## config.mk

```make
export PLATFORM = sky130hd
export DESIGN_NAME = sprite_fetch_flat
export DESIGN_NICKNAME = d
export VERILOG_FILES = /design/src/rtl/sprite_pkg.sv /design/src/rtl/sprite_fetch_if.sv /design/src/rtl/sprite_fetch_anim_ctrl.sv /design/src/rtl/sprite_fetch.sv /design/src/flat_wrapper.sv
export SDC_FILE = /design/constraint.sdc
export NUM_CORES = 1
export LEC_CHECK = 0
export CORE_UTILIZATION = 53
export CTS_BUF_LIST = sky130_fd_sc_hd__clkbuf_4
export DETAILED_ROUTE_END_ITERATION = 8
export GPL_TIMING_DRIVEN = 0
export PLACE_DENSITY = 0.88
export SETUP_SLACK_MARGIN = 0.2
export SYNTH_ARGS = -nofsm -noshare
export SYNTH_HDL_FRONTEND = slang
export SYNTH_SLANG_ARGS = --single-unit
```

## constraint.sdc

```tcl
create_clock -name clk -period 4.6 [get_ports clk]
set_input_delay 1.15 -clock clk [delete_from_list [all_inputs] [get_ports clk]]
set_output_delay 1.15 -clock clk [all_outputs]
set_load 0.1 [all_outputs]
```

## src/rtl/sprite_pkg.sv

```systemverilog
// Shared constants and types for the sprite pixel pipeline.
package sprite_pkg;

  localparam int COORD_W = 10;
  localparam int DATA_W  = 12;

  localparam int SCREEN_W = 640;
  localparam int SCREEN_H = 480;

  localparam logic [DATA_W-1:0] TRANSPARENT = 12'hF0F;

  typedef logic [DATA_W-1:0] rgb_t;

endpackage

```

## src/rtl/sprite_fetch_if.sv

```systemverilog
// Read bus between the sprite fetch stage and the synchronous sprite ROM.
// The ROM returns rom_data one clock after it samples rom_addr.
interface sprite_fetch_if #(
  parameter int ADDR_W = 12,
  parameter int DATA_W = 12
);

  logic [ADDR_W-1:0] rom_addr;
  logic [DATA_W-1:0] rom_data;

  modport master (output rom_addr, input rom_data);
  modport slave  (input rom_addr, output rom_data);

endinterface

```

## src/rtl/sprite_fetch_anim_ctrl.sv

```systemverilog
// Animation frame counter: advances anim_frame once every FRAME_DIV
// enabled video frames and wraps after the last stored sprite frame.
module anim_ctrl #(
  parameter int FRAMES    = 4,
  parameter int FRAME_DIV = 8,
  localparam int FW = (FRAMES > 1) ? $clog2(FRAMES) : 1
) (
  input  logic          clk,
  input  logic          rst,
  input  logic          frame_start,
  input  logic          anim_en,
  output logic [FW-1:0] anim_frame
);

  localparam int DW = (FRAME_DIV > 1) ? $clog2(FRAME_DIV) : 1;

  localparam logic [DW-1:0] DIV_LAST   = DW'(FRAME_DIV - 1);
  localparam logic [FW-1:0] FRAME_LAST = FW'(FRAMES - 1);

  logic [DW-1:0] div_cnt;

  // Count enabled frame_start pulses; step the frame index when the divider wraps.
  always_ff @(posedge clk or posedge rst) begin
    if (rst) begin
      div_cnt    <= '0;
      anim_frame <= '0;
    end else if (frame_start && anim_en) begin
      if (div_cnt == DIV_LAST) begin
        div_cnt    <= '0;
        anim_frame <= (anim_frame == FRAME_LAST) ? '0 : anim_frame + 1'b1;
      end else begin
        div_cnt <= div_cnt + 1'b1;
      end
    end
  end

endmodule

```

## src/rtl/sprite_fetch.sv

```systemverilog
// Sprite fetch stage: maps the scan position onto sprite ROM addresses,
// tracks the ROM's one-cycle latency and applies colour-key transparency.
// Three-stage pipeline: address register, ROM register, output register.
// SPR_W, SPR_H and FRAMES are expected to be powers of two so the ROM
// address is a plain concatenation {frame, row, column}.
module sprite_fetch
  import sprite_pkg::*;
#(
  parameter int SPR_W     = 32,
  parameter int SPR_H     = 32,
  parameter int FRAMES    = 4,
  parameter int FRAME_DIV = 8,
  parameter int DATA_W    = sprite_pkg::DATA_W,
  parameter int COORD_W   = sprite_pkg::COORD_W,
  parameter logic [DATA_W-1:0] TRANSPARENT = sprite_pkg::TRANSPARENT,
  localparam int ADDRW = $clog2(SPR_W * SPR_H * FRAMES),
  localparam int FW    = (FRAMES > 1) ? $clog2(FRAMES) : 1
) (
  input  logic               clk,
  input  logic               rst,
  input  logic [COORD_W-1:0] pix_x,
  input  logic [COORD_W-1:0] pix_y,
  input  logic               pix_valid,
  input  logic               frame_start,
  input  logic [COORD_W-1:0] spr_x,
  input  logic [COORD_W-1:0] spr_y,
  input  logic               anim_en,
  sprite_fetch_if.master     rom,
  output logic [DATA_W-1:0]  rgb_out,
  output logic               rgb_valid,
  output logic               pix_valid_out,
  output logic [FW-1:0]      anim_frame
);

  localparam int XB = $clog2(SPR_W);
  localparam int YB = $clog2(SPR_H);

  localparam logic signed [COORD_W:0] SPR_W_S = (COORD_W + 1)'(SPR_W);
  localparam logic signed [COORD_W:0] SPR_H_S = (COORD_W + 1)'(SPR_H);

  // Sprite position as seen by the current video frame.
  logic [COORD_W-1:0] sx_q;
  logic [COORD_W-1:0] sy_q;

  // Stage 1 combinational results.
  logic signed [COORD_W:0] rel_x;
  logic signed [COORD_W:0] rel_y;
  logic                    in_x;
  logic                    in_y;
  logic                    hit_c;
  logic [ADDRW-1:0]        addr_c;

  // Pipeline registers.
  logic [ADDRW-1:0] rom_addr_q;
  logic             hit1;
  logic             pv1;
  logic             hit2;
  logic             pv2;
  logic             opaque_c;

  anim_ctrl #(
    .FRAMES    (FRAMES),
    .FRAME_DIV (FRAME_DIV)
  ) u_anim (
    .clk         (clk),
    .rst         (rst),
    .frame_start (frame_start),
    .anim_en     (anim_en),
    .anim_frame  (anim_frame)
  );

  // Latch the requested sprite position only at frame start so it cannot tear mid-frame.
  always_ff @(posedge clk or posedge rst) begin
    if (rst) begin
      sx_q <= '0;
      sy_q <= '0;
    end else if (frame_start) begin
      sx_q <= spr_x;
      sy_q <= spr_y;
    end
  end

  // Sprite-relative coordinates, hit test with right/bottom clipping, and ROM address.
  always_comb begin
    rel_x  = $signed({1'b0, pix_x}) - $signed({1'b0, sx_q});
    rel_y  = $signed({1'b0, pix_y}) - $signed({1'b0, sy_q});
    in_x   = !rel_x[COORD_W] && (rel_x < SPR_W_S);
    in_y   = !rel_y[COORD_W] && (rel_y < SPR_H_S);
    hit_c  = pix_valid && in_x && in_y;
    addr_c = '0;
    if (hit_c) begin
      addr_c = {anim_frame, rel_y[YB-1:0], rel_x[XB-1:0]};
    end
  end

  // Stage 1: register the ROM address together with its hit and scan-valid flags.
  always_ff @(posedge clk or posedge rst) begin
    if (rst) begin
      rom_addr_q <= '0;
      hit1       <= 1'b0;
      pv1        <= 1'b0;
    end else begin
      rom_addr_q <= addr_c;
      hit1       <= hit_c;
      pv1        <= pix_valid;
    end
  end

  assign rom.rom_addr = rom_addr_q;

  // Stage 2: carry the flags alongside the ROM's internal read register.
  always_ff @(posedge clk or posedge rst) begin
    if (rst) begin
      hit2 <= 1'b0;
      pv2  <= 1'b0;
    end else begin
      hit2 <= hit1;
      pv2  <= pv1;
    end
  end

  // A pixel is drawn only inside the sprite and when it is not the colour key.
  always_comb begin
    opaque_c = hit2 && (rom.rom_data != TRANSPARENT);
  end

  // Stage 3: output register feeding the display mux.
  always_ff @(posedge clk or posedge rst) begin
    if (rst) begin
      rgb_out       <= '0;
      rgb_valid     <= 1'b0;
      pix_valid_out <= 1'b0;
    end else begin
      rgb_out       <= opaque_c ? rom.rom_data : '0;
      rgb_valid     <= opaque_c;
      pix_valid_out <= pv2;
    end
  end

endmodule

```

## src/flat_wrapper.sv

```systemverilog
// flat-port wrapper written by rule: the top's interface ports become plain ports
module sprite_fetch_flat import sprite_pkg::*;
#(
  parameter int SPR_W     = 32,
  parameter int SPR_H     = 32,
  parameter int FRAMES    = 4,
  parameter int FRAME_DIV = 8,
  parameter int DATA_W    = sprite_pkg::DATA_W,
  parameter int COORD_W   = sprite_pkg::COORD_W,
  parameter logic [DATA_W-1:0] TRANSPARENT = sprite_pkg::TRANSPARENT,
  localparam int ADDRW = $clog2(SPR_W * SPR_H * FRAMES),
  localparam int FW    = (FRAMES > 1) ? $clog2(FRAMES) : 1
)
  (clk, rst, pix_x, pix_y, pix_valid, frame_start, spr_x, spr_y, anim_en, rgb_out, rgb_valid, pix_valid_out, anim_frame, rom_rom_addr, rom_rom_data);
  sprite_fetch_if #(.DATA_W(DATA_W)) rom_i ();
  input  logic clk;
  input  logic rst;
  input  logic [COORD_W-1:0] pix_x;
  input  logic [COORD_W-1:0] pix_y;
  input  logic pix_valid;
  input  logic frame_start;
  input  logic [COORD_W-1:0] spr_x;
  input  logic [COORD_W-1:0] spr_y;
  input  logic anim_en;
  output logic [DATA_W-1:0] rgb_out;
  output logic rgb_valid;
  output logic pix_valid_out;
  output logic [FW-1:0] anim_frame;
  output wire logic [$bits(rom_i.rom_addr)-1:0] rom_rom_addr;
  input wire logic [$bits(rom_i.rom_data)-1:0] rom_rom_data;
  assign rom_rom_addr = rom_i.rom_addr;
  assign rom_i.rom_data = rom_rom_data;
  sprite_fetch #(.SPR_W(SPR_W), .SPR_H(SPR_H), .FRAMES(FRAMES), .FRAME_DIV(FRAME_DIV), .DATA_W(DATA_W), .COORD_W(COORD_W), .TRANSPARENT(TRANSPARENT)) u_core (.clk(clk), .rst(rst), .pix_x(pix_x), .pix_y(pix_y), .pix_valid(pix_valid), .frame_start(frame_start), .spr_x(spr_x), .spr_y(spr_y), .anim_en(anim_en), .rom(rom_i), .rgb_out(rgb_out), .rgb_valid(rgb_valid), .pix_valid_out(pix_valid_out), .anim_frame(anim_frame));
endmodule
```

Yosys cells after proc, flatten, opt, wreduce, memory -nomap -nowiden
Index checks and enable logic that the tools add are counted.

Input bits: 57. Word-level logic and storage cells: 34. Register bits: 55. Output and inout port bits: 28.

Add/subtract/negate cells: 4. Multiplexer cells: 4. Reductions and logical operators: 9. Order comparisons: 2. Eq/ne operators: 3.

Operator list (count): 12-bit two-way mux (2); 11-bit by 7-bit < comparator with 1-bit output (second input constant) (2); 10-bit by 10-bit subtractor with 11-bit output (2); 12-bit inequality test (second input constant) (1); 1-bit logical AND (6); 3-bit by 1-bit adder with 3-bit output (second input constant) (1); 3-bit equality test (second input constant) (1); 3-bit two-way mux (1); 2-bit by 1-bit adder with 2-bit output (second input constant) (1); 2-bit equality test (second input constant) (1); 1-bit zero test (2); 2-bit two-way mux (1); 2-bit AND reduction (1).

Longest topological paths before layout
Depth in word-level cells: 6. Depth in mapped cells: 11. Gate-level depth less buffers: 10.

By module
From an unflattened synthesis, not the netlist that was laid out.

Cell total of the unflattened synthesis: 297. Area, all modules: 3052.9 um^2.

Modules (own cells, without submodules): sprite_fetch (area an instance 2813.9 um^2, times used 1, cells an instance 279); anim_ctrl (area an instance 239.0 um^2, times used 1, cells an instance 18).

Least setup slack after synthesis
OpenSTA, ideal clock, no wires.

Path kind: in2reg. Start point: input port pix_x[0]. End point: register u_core.rom_addr_q[10] (netlist: u_core.rom.rom_addr[10]). Stages on the path: 11. Slack: 1253 ps. Path buffers: 1. Arrival: 3252 ps. Path through: inv_1 -> ha_1 -> inv_1 -> fa_1 -> a211oi_2 -> o21bai_1 -> a21oi_2 -> mux2i_1 -> or4_4 -> buf_6 -> nor4b_2.

Longest elaborated chain between the ends: 6. Elaborated cells on any way between the ends: 7. Classes of those cells: 1 x add/sub; 1 x order compare; 1 x mux; 4 x reduce/logical.

RTL lines: start: declaration (line flat_wrapper.sv:18) `input logic [COORD_W-1:0] pix_x;`; 10-bit by 10-bit subtractor with 11-bit output * (line sprite_fetch.sv:85) `rel_x = $signed({1'b0, pix_x}) - $signed({1'b0, sx_q});`; 11-bit by 7-bit < comparator with 1-bit output or 1-bit zero test (tied branches) (line sprite_fetch.sv:87) `in_x = !rel_x[COORD_W] && (rel_x < SPR_W_S);`; 1-bit logical AND * (line sprite_fetch.sv:87); 1-bit logical AND * (2 in series) (line sprite_fetch.sv:89) `hit_c = pix_valid && in_x && in_y;`; 12-bit two-way mux * (line sprite_fetch.sv:91) `if (hit_c) begin`; via u_core.addr_c[10] (line sprite_fetch.sv:51) `logic [ADDRW-1:0] addr_c;`; end signal: assignment (line sprite_fetch.sv:103) `rom_addr_q <= addr_c;`; end: declaration (line sprite_fetch.sv:54) `logic [ADDRW-1:0] rom_addr_q;`.

The timed path passes the listed nets; every way through them passes the cells marked *. A chain may end at the register's enable or synchronous reset.

Worst setup path in the final report
Start point: input port pix_y[0]. End point: register u_core.rom_addr_q[1] (netlist: u_core.rom.rom_addr[1]).

Longest elaborated chain between the ends: 5. Elaborated cells on any way between the ends: 6. Classes of those cells: 1 x add/sub; 1 x order compare; 1 x mux; 3 x reduce/logical.

RTL lines: start: declaration (line flat_wrapper.sv:19) `input logic [COORD_W-1:0] pix_y;`; 10-bit by 10-bit subtractor with 11-bit output * (line sprite_fetch.sv:86) `rel_y = $signed({1'b0, pix_y}) - $signed({1'b0, sy_q});`; 11-bit by 7-bit < comparator with 1-bit output or 1-bit zero test (tied branches) (line sprite_fetch.sv:88) `in_y = !rel_y[COORD_W] && (rel_y < SPR_H_S);`; 1-bit logical AND * (line sprite_fetch.sv:88); 1-bit logical AND * (line sprite_fetch.sv:89); 12-bit two-way mux * (line sprite_fetch.sv:91); via u_core.addr_c[1] (line sprite_fetch.sv:51).

Marked as above.

==> metrics.md <==
| Metric | Value |
|---|---|
| Clock root buffer | clkbuf_4 |
| Post-Synth Adder-Cell Area | 0.112 |
| Pwr Density | 292 nW/um^2 |
| Clock Path Buffers | 2 |
| Clock sink count | 55 |
| Area grow syn2layout | 34.5% |
| Largest net degree at the start of global routing | 44 |
| Max FO, Critical Path | 10 |
| P_leak | 1.75 nW |
| Commonest non-fill, non-tap cell in the layout | clkdlybuf4s50_1 |
| RSZ-0062 raised after global routing | false |
| Status | completed |
| P_sw | 399 uW |
| Total CTS buffers | 5 |
| Number of global-route vias before repair | 2,410 |
| Setup total negative slack | 0 ns |
| Fmax | 0.264 GHz |
| Clock slew at reported path FFs | 0.15 ns |
| First-pass GRT wire length | 11.1 mm |
| Commonest non-fill, non-tap cells in the layout | clkdlybuf4s50_1, dfrtp_1, nand2_1, o21ai_0, inv_1 |
| CTS Hold Bufs | 0 |
| Remaining antenna violation count | 0 |
| Sequential Power Share | 0.472 |
| Post-synthesis simple-gate area fraction | 0.175 |
| Post-synthesis xor/xnor area fraction | 0.0270 |
| Int Pwr | 745 uW |
| Post-synth EDFFs | 0 |
| Final net count | 452 |
| Layout cells sized above 1 | 0.0782 |
| Logic pwr share | 0.341 |
| Max-slew violation count | 0 |
| Clock latency at the later pin of the worst-skew pair | 0.39 ns |
| Max-Slew Margin vs Limit | 0.342 |
| Largest family of logic cells by synthesized area | simple AND/OR/NAND/NOR gates |
| Top FF cell, synth | dfrtp_1 |
| PostCTS Resize Cnt | 0 |
| I/O Pins | 85 |
| Crit. End Element | flop |
| Initial drt markers | 97 |
| Gr usage total | 0.243 |
| CTS tree | done |
| Synth cell types | 44 |
| Chip height | 76.2 um |
| Initial antenna violation count | 0 |
| VDD IR-drop max | 0.256 mV |
| Post-CTS Setup Bufs | 0 |
| Worst Tran Pin Value | 0.984 ns |
| Core box area | 5200 um^2 |
| Area of the mapped netlist | 2920 um^2 |
| Post-synth ARST share | 1.00 |
| CTS HTree Levels | 2 |
| # rows | 26 |
| GP Congestion | 0.848 |
| Worst setup SP type | input pin |
| PortBufs | 84 |
| Final Hold Vio Count | 0 |
| Total power | 1.14 mW |
| Pre-Repair DR Iteration Count | 4 |
| Mapped Nets | 360 |
| Req. time, crit path | 4.88 ns |
| Die W | 76.2 um |
| Max-cap violations | 0 |
| Residual DRC | 0 |
| Global route overflow | 0 |
| Hold Crit Class | flop to flop |
| Synthesized instance count | 278 |
| Post-Route WL | 6.50 mm |
| Dpl hpwl | 5.09 mm |
| Fillers | 383 |
| Sequential area share after synthesis | 0.472 |
| WP data arrival | 4.07 ns |
| Clock power share | 0.187 |
| Setup CP Type | input pin to flop |
| Initial Util | 0.561 |
| Synth Area in Compound Gates | 0.138 |
| Mux contribution to synthesized area | 0.0296 |
| Ant. Diodes | 0 |
| Vias per std cell | 5.51 |
| Post-Syn Area per Cell | 10.5 um^2 |
| Clk_skew | 0.00959 ns |
| Yosys reg bits | 55 |
| WL/cell | 14.7 um |
| Sw Ratio | 0.349 |
| Crit share post-route | 0.825 |
| Die ar. | 5810 um^2 |
| Final min period | 3.79 ns |
| Yosys warnings | 0 |
| Vias | 2,429 |
| Endpoints failing setup | 0 |
## routing by layer
metal  share of wire  vias to the layer above  GRT usage
met5               0                        -          0
met1            0.42                     1156      0.296
met4           0.015                        0     0.0808
met3           0.057                       13     0.0479
met2            0.51                      100      0.433
li1                -                     1160          -
## power groups by stage
stage	clock network, mW	logic (mW)	registers (mW)
after floorplan	0	0.217	0.594
after global placement	0	0.369	0.546
after detailed placement	0	0.390	0.550
after CTS	0.219	0.393	0.540
after global routing	0.240	0.429	0.544
final	0.214	0.390	0.540
## through the flow
stage	area (um^2)	hold slack, ns	setup slack (ns)	instances	utilization
floorplan	2920	0.331	1.25	278	-
global placement	3850	0.331	0.469	432	0.739
detailed placement	3870	0.338	0.446	433	0.743
CTS	3920	0.372	0.870	441	0.754
global route	3920	0.387	0.733	441	0.754
finish	3920	0.372	0.807	441	0.754
## cells in the mapped netlist, types with 2 or more instances
master / instances / area [um^2]
xnor2_1: 6 / 52.6
dfrtp_1: 55 / 1380
mux2_2: 5 / 56.3
a21oi_1: 14 / 70.1
nand2b_1: 6 / 37.5
ha_1: 23 / 288
nor4b_1: 4 / 35.0
o22ai_1: 2 / 12.5
nor3_1: 6 / 30.0
and2_1: 13 / 81.3
mux2i_1: 3 / 30.0
o21ai_0: 27 / 135
nor2_1: 3 / 11.3
fa_1: 2 / 40.0
nor4_2: 8 / 100
a21o_1: 5 / 37.5
xor2_1: 3 / 26.3
inv_1: 27 / 101
nor4_1: 2 / 12.5
clkbuf_1: 4 / 15.0
o2111ai_1: 3 / 26.3
buf_2: 2 / 10.0
nand4b_1: 2 / 17.5
nand2_1: 29 / 109
o21a_1: 3 / 22.5
nor2b_1: 3 / 18.8
## layout make-up
cell class	count	area [um^2]	area share
clock inverters	3	20.0	0.00510
plain buffers	7	36.3	0.00925
flip-flops and latches	55	1380	0.351
multi-input cells	189	1400	0.358
inverters	27	101	0.0258
clock buffers	5	37.5	0.00957
repair buffers	85	861	0.219
well taps	70	87.6	0.0223
## state kept, by name, summed over array words and instances, names as in the netlist, 2 cells and up
name and flops:
u_core.rgb_out 12, u_core.rom.rom_addr 12, u_core.sx_q 10, u_core.sy_q 10
u_core.u_anim.div_cnt 3, u_core.u_anim.anim_frame 2
## cell families (layout without fill, tap and decap cells)
group	Yosys count	after routing
compound gates	65	65
mux	8	8
flops	55	55
simple gates	82	82
xor+xnor	9	9
fa+ha+maj	25	25
buf+inv	34	127
## path summary, 6_finish.rpt
path,end,slack [ns],cells after the start,start
setup / recovery,u_core.rom.rom_addr[1],0.81,12,pix_y[0]
hold / removal,u_core.pv2,0.37,0,u_core.pv1
setup reg to reg,u_core.rom.rom_addr[1],1.65,10,u_core.sy_q[0]
hold reg to reg,u_core.pv2,0.37,0,u_core.pv1
max in group asynchronous,u_core.rom.rom_addr[0],3.10,3,rst
min in group asynchronous,u_core.rgb_out[5],1.00,2,rst
## worst max-delay path, stage by stage
cell	delay, ns
clkdlybuf4s50_1	0.40
inv_1	0.08
ha_1	0.19
inv_1	0.07
fa_1	0.40
a21oi_1	0.26
o21ai_1	0.11
mux2i_1	0.15
nor4_1	0.31
o2111ai_1	0.33
buf_2	0.31
nor4b_1	0.32
Power figures use the tool's default switching activity.
